<file path="config.mk">
export PLATFORM = sky130hd
export DESIGN_NAME = edge_result_writer
export DESIGN_NICKNAME = d
export VERILOG_FILES = /design/src/rtl/edge_pkg.sv /design/src/rtl/edge_result_writer_bit_packer.sv /design/src/rtl/edge_result_writer.sv
export SDC_FILE = /design/constraint.sdc
export NUM_CORES = 1
export LEC_CHECK = 0
export CORE_ASPECT_RATIO = 1.1
export CORE_MARGIN = 5
export CORE_UTILIZATION = 65
export CTS_BUF_LIST = sky130_fd_sc_hd__clkbuf_8
export CTS_CLUSTER_SIZE = 8
export DETAILED_ROUTE_END_ITERATION = 8
export PLACE_DENSITY = 0.88
export SYNTH_ARGS = -nofsm -noshare
export SYNTH_HDL_FRONTEND = slang
export SYNTH_SLANG_ARGS = --single-unit
</file>
<file path="constraint.sdc">
create_clock -name clk_i -period 6.2 [get_ports clk_i]
set_clock_uncertainty 0.1 [all_clocks]
set_input_delay 1.86 -clock clk_i [delete_from_list [all_inputs] [get_ports clk_i]]
set_output_delay 1.86 -clock clk_i [all_outputs]
set_load 0.02 [all_outputs]
</file>
<file path="src/rtl/edge_pkg.sv">
// edge_pkg: shared types and constants for the Sobel edge write path.
//   state_e          - capture FSM states
//   DefaultW         - default image width in pixels
//   DefaultLength    - default pixels per frame (W*H)
//   bytes_per_frame  - ceil(length/8), number of packed bytes per frame
package edge_pkg;

  typedef enum logic [1:0] {
    StIdle,
    StCapture,
    StDone
  } state_e;

  localparam int unsigned DefaultW      = 224;
  localparam int unsigned DefaultLength = 50176;

  function automatic int unsigned bytes_per_frame(input int unsigned length);
    return (length + 32'd7) / 32'd8;
  endfunction

endpackage

</file>
<file path="src/rtl/edge_result_writer_bit_packer.sv">
// bit_packer: LSB-first 8-bit pack register with its bit counter.
//   clk_i        - clock
//   rst_i        - asynchronous active-high reset
//   clear_i      - synchronous clear of register and counter (frame start)
//   load_i       - accept bit_i into position bit_cnt
//   bit_i        - bit to pack
//   last_i       - this load is the final bit of the frame (forces emit)
//   byte_ready_o - the current load completes a byte
//   byte_out_o   - completed byte including bit_i, unfilled high bits 0
module bit_packer (
  input  logic       clk_i,
  input  logic       rst_i,
  input  logic       clear_i,
  input  logic       load_i,
  input  logic       bit_i,
  input  logic       last_i,
  output logic       byte_ready_o,
  output logic [7:0] byte_out_o
);

  logic [7:0] pack_q, pack_d;
  logic [2:0] bit_cnt_q, bit_cnt_d;

  // Bits above bit_cnt are always 0, so OR-ing in the new bit yields a zero-padded byte.
  assign byte_out_o   = pack_q | (8'(bit_i) << bit_cnt_q);
  assign byte_ready_o = load_i && ((bit_cnt_q == 3'd7) || last_i);

  always_comb begin
    pack_d    = pack_q;
    bit_cnt_d = bit_cnt_q;
    if (clear_i) begin
      pack_d    = 8'h00;
      bit_cnt_d = 3'd0;
    end else if (load_i) begin
      if (byte_ready_o) begin
        pack_d    = 8'h00;
        bit_cnt_d = 3'd0;
      end else begin
        pack_d    = byte_out_o;
        bit_cnt_d = bit_cnt_q + 3'd1;
      end
    end
  end

  always_ff @(posedge clk_i or posedge rst_i) begin
    if (rst_i) begin
      pack_q    <= 8'h00;
      bit_cnt_q <= 3'd0;
    end else begin
      pack_q    <= pack_d;
      bit_cnt_q <= bit_cnt_d;
    end
  end

endmodule

</file>
<file path="src/rtl/edge_result_writer.sv">
// edge_result_writer: packs the 1-bit Sobel edge stream LSB-first into bytes and writes
// them to an output frame memory at sequential byte addresses. First/last columns of
// every row are forced to 0.
//   clk_i       - clock, rising edge
//   rst_i       - asynchronous active-high reset, aborts a frame in progress
//   start_i     - frame start (sampled in IDLE/DONE only)
//   in_valid_i  - in_bit_i carries a pixel result this cycle
//   in_bit_i    - edge result, 1 = edge
//   mem_we_o    - one-cycle write strobe
//   mem_addr_o  - byte address of the write
//   mem_data_o  - packed byte, bit k = pixel 8*addr+k
//   busy_o      - capture in progress
//   done_o      - frame complete, held until next start or reset
module edge_result_writer
  import edge_pkg::*;
#(
  parameter int unsigned W      = DefaultW,
  parameter int unsigned LENGTH = DefaultLength,
  parameter int unsigned ADDR_W = 16
) (
  input  logic              clk_i,
  input  logic              rst_i,
  input  logic              start_i,
  input  logic              in_valid_i,
  input  logic              in_bit_i,
  output logic              mem_we_o,
  output logic [ADDR_W-1:0] mem_addr_o,
  output logic [7:0]        mem_data_o,
  output logic              busy_o,
  output logic              done_o
);

  localparam int unsigned PixW = (LENGTH > 1) ? $clog2(LENGTH) : 1;
  localparam int unsigned ColW = (W > 1) ? $clog2(W) : 1;
  localparam logic [PixW-1:0] LastPix = PixW'(LENGTH - 1);
  localparam logic [ColW-1:0] LastCol = ColW'(W - 1);

  state_e            state_q, state_d;
  logic [PixW-1:0]   pix_cnt_q, pix_cnt_d;
  logic [ColW-1:0]   col_cnt_q, col_cnt_d;
  logic [ADDR_W-1:0] byte_cnt_q, byte_cnt_d;
  logic              mem_we_q, mem_we_d;
  logic [ADDR_W-1:0] mem_addr_q, mem_addr_d;
  logic [7:0]        mem_data_q, mem_data_d;
  logic              busy_q, busy_d;
  logic              done_q, done_d;

  logic       accept;
  logic       last_pix;
  logic       masked_bit;
  logic       pk_clear;
  logic       byte_ready;
  logic [7:0] byte_out;

  assign last_pix = (pix_cnt_q == LastPix);
  // The 3x3 window is not valid on the border columns.
  assign masked_bit = in_bit_i && (col_cnt_q != '0) && (col_cnt_q != LastCol);

  bit_packer u_bit_packer (
    .clk_i        (clk_i),
    .rst_i        (rst_i),
    .clear_i      (pk_clear),
    .load_i       (accept),
    .bit_i        (masked_bit),
    .last_i       (last_pix),
    .byte_ready_o (byte_ready),
    .byte_out_o   (byte_out)
  );

  always_comb begin
    state_d    = state_q;
    pix_cnt_d  = pix_cnt_q;
    col_cnt_d  = col_cnt_q;
    byte_cnt_d = byte_cnt_q;
    mem_we_d   = 1'b0;
    mem_addr_d = mem_addr_q;
    mem_data_d = mem_data_q;
    busy_d     = busy_q;
    done_d     = done_q;
    accept     = 1'b0;
    pk_clear   = 1'b0;

    unique case (state_q)
      StIdle, StDone: begin
        // in_valid is ignored here, even together with start.
        if (start_i) begin
          state_d    = StCapture;
          pix_cnt_d  = '0;
          col_cnt_d  = '0;
          byte_cnt_d = '0;
          busy_d     = 1'b1;
          done_d     = 1'b0;
          pk_clear   = 1'b1;
        end
      end
      StCapture: begin
        if (in_valid_i) begin
          accept    = 1'b1;
          pix_cnt_d = pix_cnt_q + PixW'(1);
          col_cnt_d = (col_cnt_q == LastCol) ? '0 : col_cnt_q + ColW'(1);
          if (byte_ready) begin
            mem_we_d   = 1'b1;
            mem_addr_d = byte_cnt_q;
            mem_data_d = byte_out;
            byte_cnt_d = byte_cnt_q + ADDR_W'(1);
          end
          if (last_pix) begin
            state_d   = StDone;
            pix_cnt_d = '0;
            busy_d    = 1'b0;
            done_d    = 1'b1;
          end
        end
      end
      default: state_d = StIdle;
    endcase
  end

  always_ff @(posedge clk_i or posedge rst_i) begin
    if (rst_i) begin
      state_q    <= StIdle;
      pix_cnt_q  <= '0;
      col_cnt_q  <= '0;
      byte_cnt_q <= '0;
      mem_we_q   <= 1'b0;
      mem_addr_q <= '0;
      mem_data_q <= 8'h00;
      busy_q     <= 1'b0;
      done_q     <= 1'b0;
    end else begin
      state_q    <= state_d;
      pix_cnt_q  <= pix_cnt_d;
      col_cnt_q  <= col_cnt_d;
      byte_cnt_q <= byte_cnt_d;
      mem_we_q   <= mem_we_d;
      mem_addr_q <= mem_addr_d;
      mem_data_q <= mem_data_d;
      busy_q     <= busy_d;
      done_q     <= done_d;
    end
  end

  assign mem_we_o   = mem_we_q;
  assign mem_addr_o = mem_addr_q;
  assign mem_data_o = mem_data_q;
  assign busy_o     = busy_q;
  assign done_o     = done_q;

endmodule

</file>
==> impl_results.md <==
- Ant diodes: 0
- Worst-path clk slew: roughly 80 ps
- Via density: between 6 and 7
- Layout cell share with drive strength beyond 1: a little over a tenth
- Sink Count: 80
- Power per Cell Area: between 300 and 400 nW/µm²
- Core ar.: between 5000 and 6000 µm²
- First-pass GRT wire length: about 15000 µm
- Mapped Area: around 4000 µm²
- FFs w/ async S/R, synth: 100%
- H-tree levels: 3
- VDD IR-drop max: between 0.2 and 0.3 mV
- Req. time, crit path: between 6000 and 7000 ps
- Final HPWL DP: roughly 5700 µm
- Drt wl/cell: about 18 µm
- DRT Pass-1 Iters: 5
- Final Hold Vio Count: 0
- Post-CTS Hold Buffers: 0
- Layout area overhead: 13.6%
- Initial Util: between 60% and 70%
- Syn_nets: roughly 390
- Die Y: around 90 µm
- Setup violators final: 0
- GR Overflow Total: 0
- Synth Area per Inst: just over 10 µm²
- Die X: between 80 and 90 µm
- Total GRT Usage: between 20% and 30%
- Setup bufs post-CTS: 0
- Setup_tns: 0 ps
- Leak: approximately 1.9 nW
- CP Data Arrival Time: between 4000 and 5000 ps
- Num ports: 32
- Slew Limit Headroom: ~34%
- Fin cells: a little under 500
- Critical path class: in -> reg
- MaxCap Viol Count: 0
- # resized after CTS: 0
- CP Capture Type: register
- Crit-path cells: clkdlybuf4s50_1 -> nand3b_1 -> nor2_2 -> buf_4 -> mux2_2
- Worst skew pair latency: between 300 and 400 ps
- EDFF count, synth: 0
- Critical Path Fanout Max: 19
- ANT nets after route: 0
- Period utilization: 67.9%
- Worst Setup Start Kind: primary input
- RSZ-0062 raised after global routing: false
- Largest net degree at the start of global routing: 48
- Worst Tran Pin Value: approximately 980 ps
- Vias in the first global route: around 3200
- CTS tree: built
- Placer Congestion: a little under 0.9
- CTS buffer count: 9
- DR vias: approximately 3300
- Row cnt: 29
- Warnings from Yosys: 0
- Clk root buf: clkbuf_8
- Status: finished clean
- Antenna violations before repair: 0
- Period minus WS final: approximately 4200 ps
- Post-Synthesis Cells: 382
- Post-synthesis sequential area ratio: around 51%
- Die area: between 7000 and 8000 µm²
- Layout net count: 423
- Post-synth top flop: dfrtp_1
- Clk buf depth: 2
- F_max: 0.238 GHz
- Library cells used by synthesis: 52
- Yosys reg bits: 80
- Drt drc: 0
- Detailed Route Iter0 Violations: roughly 250
- Final wirelength: about 8700 µm
- Max incr delay on CP: just under 700 ps
- Final Max Slew Viols: 0
- Port Buffers: 31
- Worst Hold Class: reg -> reg
- CP max-delay cell: nor2_2
- Placed Cells: about 480
[path summary, 6_finish.rpt]
kind,endpoint,startpoint,cells after the start,slack (ps)
min,done_o,done_o,2,390
min reg2reg,done_o,done_o,2,390
max,mem_addr_o[3],in_valid_i,5,1990
max in group asynchronous,byte_cnt_q[2],rst_i,3,3040
min in group asynchronous,mem_addr_o[15],rst_i,2,1950
max reg2reg,mem_addr_o[3],pix_cnt_q[0],7,3160
[metrics by stage]
stage | power [mW] | setup WS (ps) | util, % | hold WS (ps) | cell area (µm²)
after floorplan | 0.957 | 2190 | - | 356 | 3920
after global placement | 1.08 | 1710 | 73.7 | 363 | 4280
after detailed placement | 1.10 | 1630 | 73.7 | 376 | 4280
after CTS | 1.44 | 2000 | 76.6 | 392 | 4450
after global routing | 1.53 | 1820 | 76.6 | 417 | 4450
final | 1.43 | 1990 | 76.6 | 392 | 4450
[kinds of logic after synthesis]
| family | share of synthesized area (%) |
|---|---|
| xor+xnor | 0.447 |
| simple gates | 18.2 |
| buf+inv | 3.77 |
| flops | 51.1 |
| fa+ha+maj | 1.92 |
| mux | 5.65 |
| compound gates | 18.9 |
[critical path: cells and delay by family]
kind / cells / cell delay (ps)
AND/OR/NAND/NOR: 2 / 1280
multiplexers: 1 / 360
buffers and inverters: 2 / 840
[registers in the layout (all words and copies together) (netlist names)]
register                count
busy_o                      1
byte_cnt_q                 16
col_cnt_q                   8
mem_we_o                    1
u_bit_packer.pack_q         8
pix_cnt_q                  16
mem_addr_o                 16
state_q                     2
done_o                      1
u_bit_packer.bit_cnt_q      3
mem_data_o                  8
[power by group]
group | internal (mW) | leakage [nW] | switching, mW
logic | 0.166 | 0.738 | 0.213
clock network | 0.145 | 0.0830 | 0.195
registers | 0.619 | 1.06 | 0.0967
[cells in the final DEF, fill, tap and decap left out, drive strengths merged, types with 7 or more instances in the layout]
master         count
or4               11
a21oi             39
o31ai             14
nand4              9
or3                8
o21ai             22
a41oi              9
mux2              17
nand3             20
clkbuf             9
nor2              17
dfrtp             80
nor3              10
inv               15
buf                7
nand2             28
clkdlybuf4s50     31
[final cells by class]
cell class	count	area, µm²
tap	77	96.3
clock buffer	9	124
inverter	13	48.8
sequential	80	2000
clock inverter	7	48.8
timing repair buffer	38	363
fill	411	1360
multi-input combinational	270	1770
[Yosys cell counts (all sizes together), types with 4 or more instances]
cell type	number	share of area (%)
nor2	17	1.7
nand4	9	1.4
inv	13	1.2
nand2b	5	0.80
mux2	17	4.9
buf	6	1.3
o41ai	4	1.1
a41oi	9	2.0
nand2	28	2.7
or4	11	2.1
o21ai	22	3.1
dfrtp	80	51
or3	8	1.3
nor3	10	1.3
o31ai	14	2.7
clkbuf	13	1.2
a21oi	39	5.0
nand3	20	2.6
and3	6	0.96
ha	6	1.9
nand3b	4	0.77
a2bb2oi	4	0.89
[routing by layer]
layer	vias to the layer above	routed length (µm)	global-route usage (%)
li1	1507	-	-
met1	1612	3790	33.8
met2	144	4300	38.1
met3	17	482	4.16
met4	0	144	9.79
met5	-	0	0
(Power assumes the default switching activity.)
